## config.mk

```make
export PLATFORM = sky130hd
export DESIGN_NAME = alu_operand_loader_flat
export DESIGN_NICKNAME = d
export VERILOG_FILES = /design/src/rtl/alu_operand_loader_if.sv /design/src/rtl/alu_operand_loader.sv /design/src/flat_wrapper.sv
export SDC_FILE = /design/constraint.sdc
export NUM_CORES = 1
export LEC_CHECK = 0
export ABC_AREA = 1
export CORE_ASPECT_RATIO = 1.1
export CORE_MARGIN = 2
export CORE_UTILIZATION = 40
export DETAILED_ROUTE_END_ITERATION = 7
export DONT_BUFFER_PORTS = 1
export SLEW_MARGIN = 20
export SYNTH_ARGS = -nofsm -noshare
export SYNTH_HDL_FRONTEND = slang
export SYNTH_SLANG_ARGS = --single-unit
```

## constraint.sdc

```tcl
create_clock -name clk -period 2.31 [get_ports clk]
set_input_delay 0.231 -clock clk [delete_from_list [all_inputs] [get_ports clk]]
set_output_delay 0.231 -clock clk [all_outputs]
set_load 0.005 [all_outputs]
```

## src/rtl/alu_operand_loader_if.sv

```systemverilog
// rtl/alu_operand_loader_if.sv - beat input and operand output bundle of the ALU operand loader
interface alu_operand_loader_if #(
    parameter int WIDTH = 16,
    parameter int BUS_W = 8,
    parameter int OPW   = 3
);
    logic             in_valid;
    logic             in_ready;
    logic             in_sof;
    logic [BUS_W-1:0] in_data;
    logic             out_valid;
    logic             out_ready;
    logic [OPW-1:0]   out_op;
    logic [WIDTH-1:0] out_a;
    logic [WIDTH-1:0] out_b;
    logic             err_frame;

    // Loader side.
    modport slave (
        input  in_valid, in_sof, in_data, out_ready,
        output in_ready, out_valid, out_op, out_a, out_b, err_frame
    );

    // Beat source / ALU side.
    modport master (
        output in_valid, in_sof, in_data, out_ready,
        input  in_ready, out_valid, out_op, out_a, out_b, err_frame
    );
endinterface

```

## src/rtl/alu_operand_loader.sv

```systemverilog
// rtl/alu_operand_loader.sv - assembles byte-serial opcode/A/B frames into full-width ALU operands
module alu_operand_loader #(
    parameter int WIDTH = 16,
    parameter int BUS_W = 8,
    parameter int OPW   = 3
) (
    input  logic                      clk,
    input  logic                      rst_n,
    alu_operand_loader_if.slave       bus
);
    localparam int NB = WIDTH / BUS_W;
    localparam int CW = (NB > 1) ? $clog2(NB) : 1;
    localparam logic [CW-1:0] LAST = CW'(NB - 1);

    typedef enum logic [1:0] {IDLE, LOAD_A, LOAD_B, ISSUE} state_t;

    state_t           state;
    logic [CW-1:0]    cnt;
    logic [OPW-1:0]   shadow_op;
    logic [WIDTH-1:0] shadow_a;
    logic [WIDTH-1:0] shadow_b;
    logic [WIDTH-1:0] a_merge;
    logic [WIDTH-1:0] b_merge;
    logic [OPW-1:0]   out_op_q;
    logic [WIDTH-1:0] out_a_q;
    logic [WIDTH-1:0] out_b_q;
    logic             out_valid_q;
    logic             in_ready_q;
    logic             err_q;
    logic             accept;

    assign accept = bus.in_valid & in_ready_q;

    // Shadow registers with the current beat merged in, so the final B byte
    // can go straight to the output registers on the same edge.
    always_comb begin
        a_merge = shadow_a;
        b_merge = shadow_b;
        a_merge[int'(cnt) * BUS_W +: BUS_W] = bus.in_data;
        b_merge[int'(cnt) * BUS_W +: BUS_W] = bus.in_data;
    end

    always_ff @(posedge clk) begin
        if (!rst_n) begin
            state       <= IDLE;
            cnt         <= '0;
            shadow_op   <= '0;
            shadow_a    <= '0;
            shadow_b    <= '0;
            out_op_q    <= '0;
            out_a_q     <= '0;
            out_b_q     <= '0;
            out_valid_q <= 1'b0;
            in_ready_q  <= 1'b1;
            err_q       <= 1'b0;
        end else begin
            err_q <= 1'b0;
            case (state)
                IDLE: begin
                    if (accept) begin
                        if (bus.in_sof) begin
                            shadow_op <= bus.in_data[OPW-1:0];
                            state     <= LOAD_A;
                            cnt       <= '0;
                        end else begin
                            err_q <= 1'b1;
                        end
                    end
                end
                LOAD_A: begin
                    if (accept) begin
                        if (bus.in_sof) begin
                            shadow_op <= bus.in_data[OPW-1:0];
                            err_q     <= 1'b1;
                            cnt       <= '0;
                        end else begin
                            shadow_a <= a_merge;
                            if (cnt == LAST) begin
                                state <= LOAD_B;
                                cnt   <= '0;
                            end else begin
                                cnt <= cnt + 1'b1;
                            end
                        end
                    end
                end
                LOAD_B: begin
                    if (accept) begin
                        if (bus.in_sof) begin
                            shadow_op <= bus.in_data[OPW-1:0];
                            err_q     <= 1'b1;
                            state     <= LOAD_A;
                            cnt       <= '0;
                        end else begin
                            shadow_b <= b_merge;
                            if (cnt == LAST) begin
                                out_op_q    <= shadow_op;
                                out_a_q     <= shadow_a;
                                out_b_q     <= b_merge;
                                out_valid_q <= 1'b1;
                                in_ready_q  <= 1'b0;
                                state       <= ISSUE;
                                cnt         <= '0;
                            end else begin
                                cnt <= cnt + 1'b1;
                            end
                        end
                    end
                end
                ISSUE: begin
                    if (bus.out_ready) begin
                        out_valid_q <= 1'b0;
                        in_ready_q  <= 1'b1;
                        state       <= IDLE;
                    end
                end
                default: begin
                    state      <= IDLE;
                    cnt        <= '0;
                    in_ready_q <= 1'b1;
                end
            endcase
        end
    end

    assign bus.in_ready  = in_ready_q;
    assign bus.out_valid = out_valid_q;
    assign bus.out_op    = out_op_q;
    assign bus.out_a     = out_a_q;
    assign bus.out_b     = out_b_q;
    assign bus.err_frame = err_q;
endmodule

```

## src/flat_wrapper.sv

```systemverilog
// flat-port wrapper written by rule: the top's interface ports become plain ports
module alu_operand_loader_flat 
#(
    parameter int WIDTH = 16,
    parameter int BUS_W = 8,
    parameter int OPW   = 3
)
  (clk, rst_n, bus_in_valid, bus_in_sof, bus_in_data, bus_out_ready, bus_in_ready, bus_out_valid, bus_out_op, bus_out_a, bus_out_b, bus_err_frame);
  alu_operand_loader_if #(.WIDTH(WIDTH), .BUS_W(BUS_W), .OPW(OPW)) bus_i ();
  input  logic clk;
  input  logic rst_n;
  input wire logic [$bits(bus_i.in_valid)-1:0] bus_in_valid;
  input wire logic [$bits(bus_i.in_sof)-1:0] bus_in_sof;
  input wire logic [$bits(bus_i.in_data)-1:0] bus_in_data;
  input wire logic [$bits(bus_i.out_ready)-1:0] bus_out_ready;
  output wire logic [$bits(bus_i.in_ready)-1:0] bus_in_ready;
  output wire logic [$bits(bus_i.out_valid)-1:0] bus_out_valid;
  output wire logic [$bits(bus_i.out_op)-1:0] bus_out_op;
  output wire logic [$bits(bus_i.out_a)-1:0] bus_out_a;
  output wire logic [$bits(bus_i.out_b)-1:0] bus_out_b;
  output wire logic [$bits(bus_i.err_frame)-1:0] bus_err_frame;
  assign bus_i.in_valid = bus_in_valid;
  assign bus_i.in_sof = bus_in_sof;
  assign bus_i.in_data = bus_in_data;
  assign bus_i.out_ready = bus_out_ready;
  assign bus_in_ready = bus_i.in_ready;
  assign bus_out_valid = bus_i.out_valid;
  assign bus_out_op = bus_i.out_op;
  assign bus_out_a = bus_i.out_a;
  assign bus_out_b = bus_i.out_b;
  assign bus_err_frame = bus_i.err_frame;
  alu_operand_loader #(.WIDTH(WIDTH), .BUS_W(BUS_W), .OPW(OPW)) u_core (.clk(clk), .rst_n(rst_n), .bus(bus_i));
endmodule
```

After elaboration in Yosys (flattened, before gate mapping). Cells that the tools add are included.

Word-level logic and storage cells: 76. Memory bits (read-only): 0. Output and inout bits: 38. Memories: 0. RAM bits: 0. Latch bits: 0. Register bits after elaboration: 76.

Eq/ne operators: 14. Muxes and demuxes: 33. Reduce and logical (&&, ||, !) cells: 12. Magnitude comparators: 0. Multipliers: 0. Div/mod/pow operators: 0. Add/sub/neg operators: 2. Shift operators: 2. Bitwise gates (word level): 2.

Operators by type and width (number): $neg A4 Y33 (1); $shift A8 B33 Y16 const A (1); $shiftx A8 B33 Y16 (1); $bwmux W16 (2); $mux W2 (9); $mux W1 (17); $ne A2 B1 Y1 const B (6); $reduce_and A3 Y1 (3); $ne A2 B2 Y1 const B (4); $pmux W1 S2 (4); $pmux W2 S4 (1); $reduce_and A4 Y1 (2); $reduce_and A8 Y1 (1); $reduce_and A5 Y1 (1); $eq A2 B2 Y1 const B (2); $reduce_bool A2 Y1 (2); $ne A3 B2 Y1 const B (1); $reduce_or A3 Y1 (1); $eq A2 B1 Y1 const B (1); $logic_not A2 Y1 (1); $reduce_or A2 Y1 (1); $add A1 B1 Y1 const B (1); $and A1 B1 Y1 (1); $not A1 Y1 (1).

Logic depth before layout (Yosys ltp). Gate-level depths: netlist of run 1.

Depth after elaboration: 5. Mapped depth: 10. Gate-level depth less buffers: 9.

Worst setup path after synthesis of run 1. Ideal clock, no wire load.

Path kind: reg-to-reg. From: reg u_core.state[0]. To: reg u_core.out_a_q[0], in the netlist u_core.bus.out_a[0]. Arrival time: 1.445 ns. Period minus slack after synthesis: 1.561 ns. Setup slack: 0.749 ns. Stages on the path, launching flop included: 11. Path through: dfxtp_1 -> inv_1 -> ha_1 -> inv_1 -> nor2_1 -> nand2_2 -> nor2_8 -> inv_2 -> buf_2 -> nor2_1 -> nor2_1.

Cells in the longest elaborated chain, start to end: 2.

Ends and longest elaborated chain: start: declaration (line alu_operand_loader.sv:17) `state_t state;`; start signal: assignment (line alu_operand_loader.sv:45) `state <= IDLE;`; start signal: assignment (line alu_operand_loader.sv:63) `state <= LOAD_A;`; start signal: assignment (line alu_operand_loader.sv:79) `state <= LOAD_B;`; $eq A2 B2 Y1 (line alu_operand_loader.sv:58) `case (state)`; $reduce_and A4 Y1 (no line); end signal: assignment (line alu_operand_loader.sv:98) `out_a_q <= shadow_a;`; end: declaration (line alu_operand_loader.sv:25) `logic [WIDTH-1:0] out_a_q;`.

Every way passes these cells. A chain may end at the register's enable or synchronous reset.

Worst setup path after layout of run 1.
From: reg u_core.state[0]. To: reg u_core.shadow_b[4].

Cells in the longest elaborated chain, start to end: 2.

Ends and longest elaborated chain: $eq A2 B2 Y1 (line alu_operand_loader.sv:58); $reduce_and A3 Y1 (no line); end signal: assignment (line alu_operand_loader.sv:95) `shadow_b <= b_merge;`; end: declaration (line alu_operand_loader.sv:21) `logic [WIDTH-1:0] shadow_b;`.

Every way passes these cells.

==> results of run 1 <==
## registers in the layout, summed over array words and instances (netlist names)
name and flops:
u_core.bus.out_b 16, u_core.bus.in_ready 1, u_core.shadow_op 3, u_core.cnt 1, u_core.bus.err_frame 1, u_core.shadow_a 16, u_core.bus.out_op 3, u_core.bus.out_a 16
u_core.state 2, u_core.bus.out_valid 1, u_core.shadow_b 8
## power breakdown
part | internal [W] | switching, W
registers | 0.00124 | 0.0000661
clock network | 0.000517 | 0.000502
logic | 0.000134 | 0.000231
total | 0.00189 | 0.000799
## cell usage after synthesis, types with 2 or more instances
master / n
nor2_1: 79
dfxtp_1: 68
o21ai_0: 52
a21oi_1: 28
nand2_1: 20
inv_1: 18
ha_1: 8
o21ai_1: 8
buf_2: 6
clkbuf_1: 6
nand3_1: 5
o21ai_2: 4
buf_4: 3
nor2_4: 3
a31oi_1: 2
buf_6: 2
inv_2: 2
## final timing paths
kind,start,slack [ps],to,cells past startpoint
setup / recovery,u_core.state[0],370,u_core.shadow_b[4],9
hold reg to reg,u_core.shadow_a[10],490,u_core.bus.out_a[10],2
hold / removal,bus_in_data[4],20,u_core.bus.out_b[12],2
setup reg to reg,u_core.state[0],370,u_core.shadow_b[4],9
## critical path, delay by kind of cell (launching register included)
| family | cells | cell delay (ps) |
|---|---|---|
| simple gates | 4 | 350 |
| fa+ha+maj | 1 | 250 |
| buf+inv | 3 | 650 |
| compound gates | 1 | 200 |
| flops | 1 | 430 |
## kinds of logic (layout without fill, tap and decap cells)
| kind of cell | Yosys count | after routing | share of synthesized area |
|---|---|---|---|
| fa+ha+maj | 8 | 8 | 0.0380 |
| compound gates | 96 | 96 | 0.191 |
| flops | 68 | 68 | 0.516 |
| buf+inv | 38 | 40 | 0.0679 |
| simple gates | 113 | 113 | 0.184 |
| xor+xnor | 1 | 1 | 0.00332 |
## per-layer routing
layer,global-route usage,wire [um],vias to the layer above
met4,0.0924,91,0
met2,0.244,2520,47
met1,0.207,2530,873
met5,0,0,-
met3,0.0697,433,8
li1,-,-,1051
## layout make-up
type,instances,share of cell area
multi-input combinational,218,0.381
clock buffer,9,0.0431
tap,82,0.0357
inverter,21,0.0283
sequential,68,0.473
clock inverter,7,0.0287
timing repair buffer,3,0.00957
## per-stage QoR
step | hold WS (ps) | power [W]
6_report | 20.7 | 0.00269
3_3_place_gp | 323 | 0.00169
2_1_floorplan | 366 | 0.00164
5_1_grt | 9.28 | 0.00284
3_5_place_dp | 326 | 0.00170
4_1_cts | 1.89 | 0.00273
## what timing repair did
action                    4_1_cts  5_1_grt
hold endpoints to repair        7        0
gates resized for setup         0        0
hold buffers                    2        0
==> out/metrics.yaml, run 1 <==
floorplanning:
  num_rows: 31
  ios: 51
  die_w_um: 81.4
  core_region_area_um2: 6480
  die_h_um: 89.1
  start_util: 0.407
  dieArea_um2: 7260
sta:
  period_minus_slack_ps: 1940
  tns_ps: 0
  max_freq_mhz: 516
  setup_ws_ps: 372
  timing.final.hold_violations: 0
  tightest_slew_ps: 612
  slew-limit-headroom: 0.591
  final-max-slew-violation-count: 0
  setup_viol: 0
  skew_ps: 10.9
  post-route-period-util: 0.839
  rsz0062_at_grt: "no"
global_routing:
  overflow: 0
  antenna_found_initial: 0
  grt_pass1_wl_mm: 8.96
  grt_max_degree: 60
  track_usage: 0.167
  grt_pass1_vias: 1830
clock_network:
  cts_tree: "yes"
  cts-root-buf: "clkbuf_8"
  htreeDepth: 3
  clkTransAtPathRegs_ps: 80
  clock_latency_ps: 350
  postCtsSetupBuffers: 0
  numClockSinks: 68
  clockBufferDepth: 2
  numCtsBuffers: 9
layout:
  register_area_um2: 1360
  multi_input_area_um2: 1100
  syn2layout_area_growth_pct: 9.07
  layout_common_cells: "nor2_1 (79), dfxtp_1 (68), o21ai_0 (52)"
  final_common_cell: "nor2_1"
  final_cells: 408
  postLayoutCoreUtil: 0.444
  finalNetCount: 342
  n_antenna_cell: 0
  final_area_um2: 2880
  nFillCells: 654
  drive_gt1_frac: 0.0951
place:
  dp_hpwl_mm: 3.57
  post-place-ws_ps: 369
  post_dp_cell_area_um2: 2650
  port_buffers: 0
  dp_cells: 390
  place_congestion: 0.830
worst_hold_path:
  worstHoldPathType: "input port to flip-flop"
pwr:
  vdd_drop_max_v: 0.000373
  p_leak_nw: 1.26
  power.density_nw_per_um2: 936
yosys:
  synthCells: 324
  yosys.area.top_type: "dfxtp_1"
  synth_nets: 345
  synth.top_cell.area_share: 0.516
  ys_seq_area_frac: 0.516
  syn-cell-area_um2: 2640
  ys_types: 27
  ys_ff_latch: 68
  syn_avg_cell_area_um2: 8.14
  yosysWarnings: 0
  async_reset_ff_frac: 0
  ys.flop_type: "dfxtp_1"
  synth_area_leaders: "dfxtp_1 (52%), nor2_1 (11%), o21ai_0 (9.9%), a21oi_1 (5.3%), ha_1 (3.8%)"
  synth_edf_count: 0
worst_setup_path:
  crit_type: "flip-flop to flip-flop"
  crit_chain: "inv_1 > ha_1 > inv_1 > nor2_1 > nand2_2 > nor2_8 > inv_2 > o21ai_0 > nor2_1"
  cpPeakStageDelay_ps: 450
  arrival_ps: 2220
  crit_path_max_fanout: 35
  start_kind: "flip-flop"
  crit_path_top_delay_cell: "inv_2"
  crit_path_end_kind: "flip-flop"
  critPathRequiredTime_ps: 2590
routing:
  detail-route-antenna-nets: 0
  wl_mm: 5.58
  num_vias: 1979
  wl_per_cell_um: 13.7
  detail_route.first_pass.iterations: 4
  via_per_inst: 4.85
  drc: 0
  drt_iter0_drc: 95
job:
  maxCapViolations: 0
run_status:
  status: "finished, final reports clean"
(Power assumes the default switching activity.)
==> inputs of run 2 (changes only) <==
- clock period: 2.31 -> 1.8 ns (I/O delays scaled with it)
==> run 2 against run 1 <==
Against the previous run: critical path type unchanged; die area unchanged; highest routed layer unchanged; sequential power increased by 27%; final cell count increased by 2.9%; largest power group unchanged; sequential share of layout area decreased by 2.6 points.
==> out/metrics.yaml, run 2 (synthesis results as in run 1) <==
worst_setup_path:
  regToRegStartpoint: "u_core.state[0]"
  path_buf_inv: 4  # +1
  cpPeakStageDelay_ps: 320  # -130 ps
  crit_type: "flip-flop to flip-flop"
  rr_endpoint: "u_core.bus.out_a[5]"
  crit_chain: "inv_1 > ha_1 > inv_1 > nor2_2 > nand2_2 > nor2_8 > inv_2 > buf_12 > nor2_1 > nor2_1"
  rr_worst_depth: 10  # +1
  critical-path-top-delay-family: "simple AND/OR/NAND/NOR gates"
  critPathRequiredTime_ps: 2040  # -550 ps
  crit_path_max_fanout: 25  # -29%
  start_kind: "flip-flop"
  arrival_ps: 1850  # -370 ps
  crit_path_top_delay_cell: "dfxtp_1"
  crit_path_end_kind: "flip-flop"
  r2r_slack_ps: 190  # -190 ps
pwr:
  power.density_nw_per_um2: 1230  # +31%
  vdd_drop_max_v: 0.000518  # +39%
  p_leak_nw: 1.35  # +7.1%
  p_seq_frac: 0.445  # -0.041
  internal-power_w: 0.00273  # +44%
  p_sw_frac: 0.268  # -0.0285
  p_comb_frac: 0.154  # +0.018
  switchingPower_w: 0.00100  # +25%
  clockPowerShare: 0.402  # +0.024
floorplanning:
  die_h_um: 89.1  # unchanged
  ios: 51  # unchanged
  die_w_um: 81.4  # unchanged
  core_region_area_um2: 6480  # unchanged
  num_rows: 31  # unchanged
  dieArea_um2: 7260  # unchanged
  start_util: 0.407  # unchanged
clock_network:
  clock_latency_ps: 350  # about the same
  numClockSinks: 68  # unchanged
  postCtsSetupBuffers: 0  # unchanged
  numCtsBuffers: 9  # unchanged
  clockBufferDepth: 2  # unchanged
  clkTransAtPathRegs_ps: 70  # about the same
  htreeDepth: 3  # unchanged
  cts-root-buf: "clkbuf_8"
  cts_tree: "yes"
worst_hold_path:
  hold_end: "u_core.bus.out_b[14]"
  hold_depth: 2  # unchanged
  worstHoldPathType: "input port to flip-flop"
  min_from: "bus_in_data[6]"
global_routing:
  antenna_found_initial: 0  # unchanged
  grt_pass1_vias: 1915  # +4.6%
  grt_pass1_wl_mm: 9.44  # +5.3%
  overflow: 0  # unchanged
  track_usage: 0.175  # +0.00873
  grt_max_degree: 64  # +6.7%
sta:
  tightest_slew_ps: 347  # -266 ps
  slew-limit-headroom: 0.769  # +0.177
  tns_ps: 0  # unchanged
  setup_viol: 0  # unchanged
  rsz0062_at_grt: "no"
  final-max-slew-violation-count: 0  # unchanged
  skew_ps: 12.4  # +1.48 ps
  max_freq_mhz: 620  # +20%
  whs_ps: 20.7  # +0.0424 ps
  post-route-period-util: 0.896  # +0.0574
  timing.final.hold_violations: 0  # unchanged
  period_minus_slack_ps: 1610  # -325 ps
run_status:
  status: "finished, final reports clean"
routing:
  via_per_inst: 4.95  # +2.1%
  drt_iter0_drc: 87  # -8.4%
  wl_per_cell_um: 13.9  # +1.3%
  drc: 0  # unchanged
  num_vias: 2080  # +5.1%
  detail-route-antenna-nets: 0  # unchanged
  detail_route.first_pass.iterations: 4  # unchanged
  wl_mm: 5.82  # +4.2%
place:
  place_congestion: 0.853  # +2.8%
  port_buffers: 0  # unchanged
  post_dp_cell_area_um2: 2700  # +1.9%
  dp_hpwl_mm: 3.72  # +4.2%
job:
  maxCapViolations: 0  # unchanged
layout:
  layout_common_cells: "nor2_1 (78), dfxtp_1 (68), o21ai_0 (50)"
  finalNetCount: 354  # +3.5%
  drive_gt1_frac: 0.112  # +0.0173
  syn2layout_area_growth_pct: 15.3
  final_common_cell: "nor2_1"
  n_antenna_cell: 0  # unchanged
  final_area_um2: 3040  # +5.7%
run 2: cell count changes in the layout (fill, tap and decap cells not counted), sizes merged:
cell	before	now
buf	1	7
dlygate4sd3	2	8
clkinv	0	3
inv	25	22
bufinv	1	3
clkinvlp	2	0
run 2: stage by stage:
stage	util	worst slack, ps	instances	total power, W
3_5_place_dp	0.417	165	395	0.00223
6_report	0.469	186	420	0.00373
2_1_floorplan	-	239	324	0.00211
4_1_cts	0.469	145	420	0.00378
5_1_grt	0.469	31.9	420	0.00394
3_3_place_gp	0.417	229	395	0.00221
run 2: worst max path at each step:
stage	startpoint	endpoint	slack, ps	cells after the start
after global routing	u_core.state[0]	u_core.bus.out_a[0]	30	10
after global placement	u_core.state[0]	u_core.bus.out_a[5]	230	10
after floorplan	u_core.state[0]	u_core.bus.out_a[0]	240	10
after CTS	u_core.state[0]	u_core.bus.out_b[15]	140	10
final	u_core.state[0]	u_core.bus.out_a[5]	190	10
after detailed placement	u_core.state[0]	u_core.bus.out_b[15]	170	10
run 2: timing repair:
item	4_1_cts	5_1_grt
hold endpoints to repair	63	0
hold buffers	9	0
endpoints found under the setup margin	0	3
gates resized for setup	0	3
run 2: cell type report:
class                      count  area [um^2]
clock buffer                   9          124
clock inverter                 7          114
fill                         658         3440
inverter                      21         81.3
multi-input combinational    218         1100
sequential                    68         1360
tap                           82          103
timing repair buffer          15          158
run 2: metal layers:
metal,vias to the layer above,share of wire,GRT usage
li1,1076,-,-
met1,946,0.45,0.214
met2,52,0.45,0.265
met3,6,0.080,0.0808
met4,0,0.012,0.0786
met5,-,0,0
run 2: power groups by stage:
stage | Combinational [W] | Sequential, W | Clock [W]
CTS | 0.000574 | 0.00166 | 0.00154
floorplan | 0.000411 | 0.00170 | 0
finish | 0.000573 | 0.00166 | 0.00150
global route | 0.000657 | 0.00167 | 0.00161
detailed placement | 0.000534 | 0.00169 | 0
global placement | 0.000520 | 0.00169 | 0
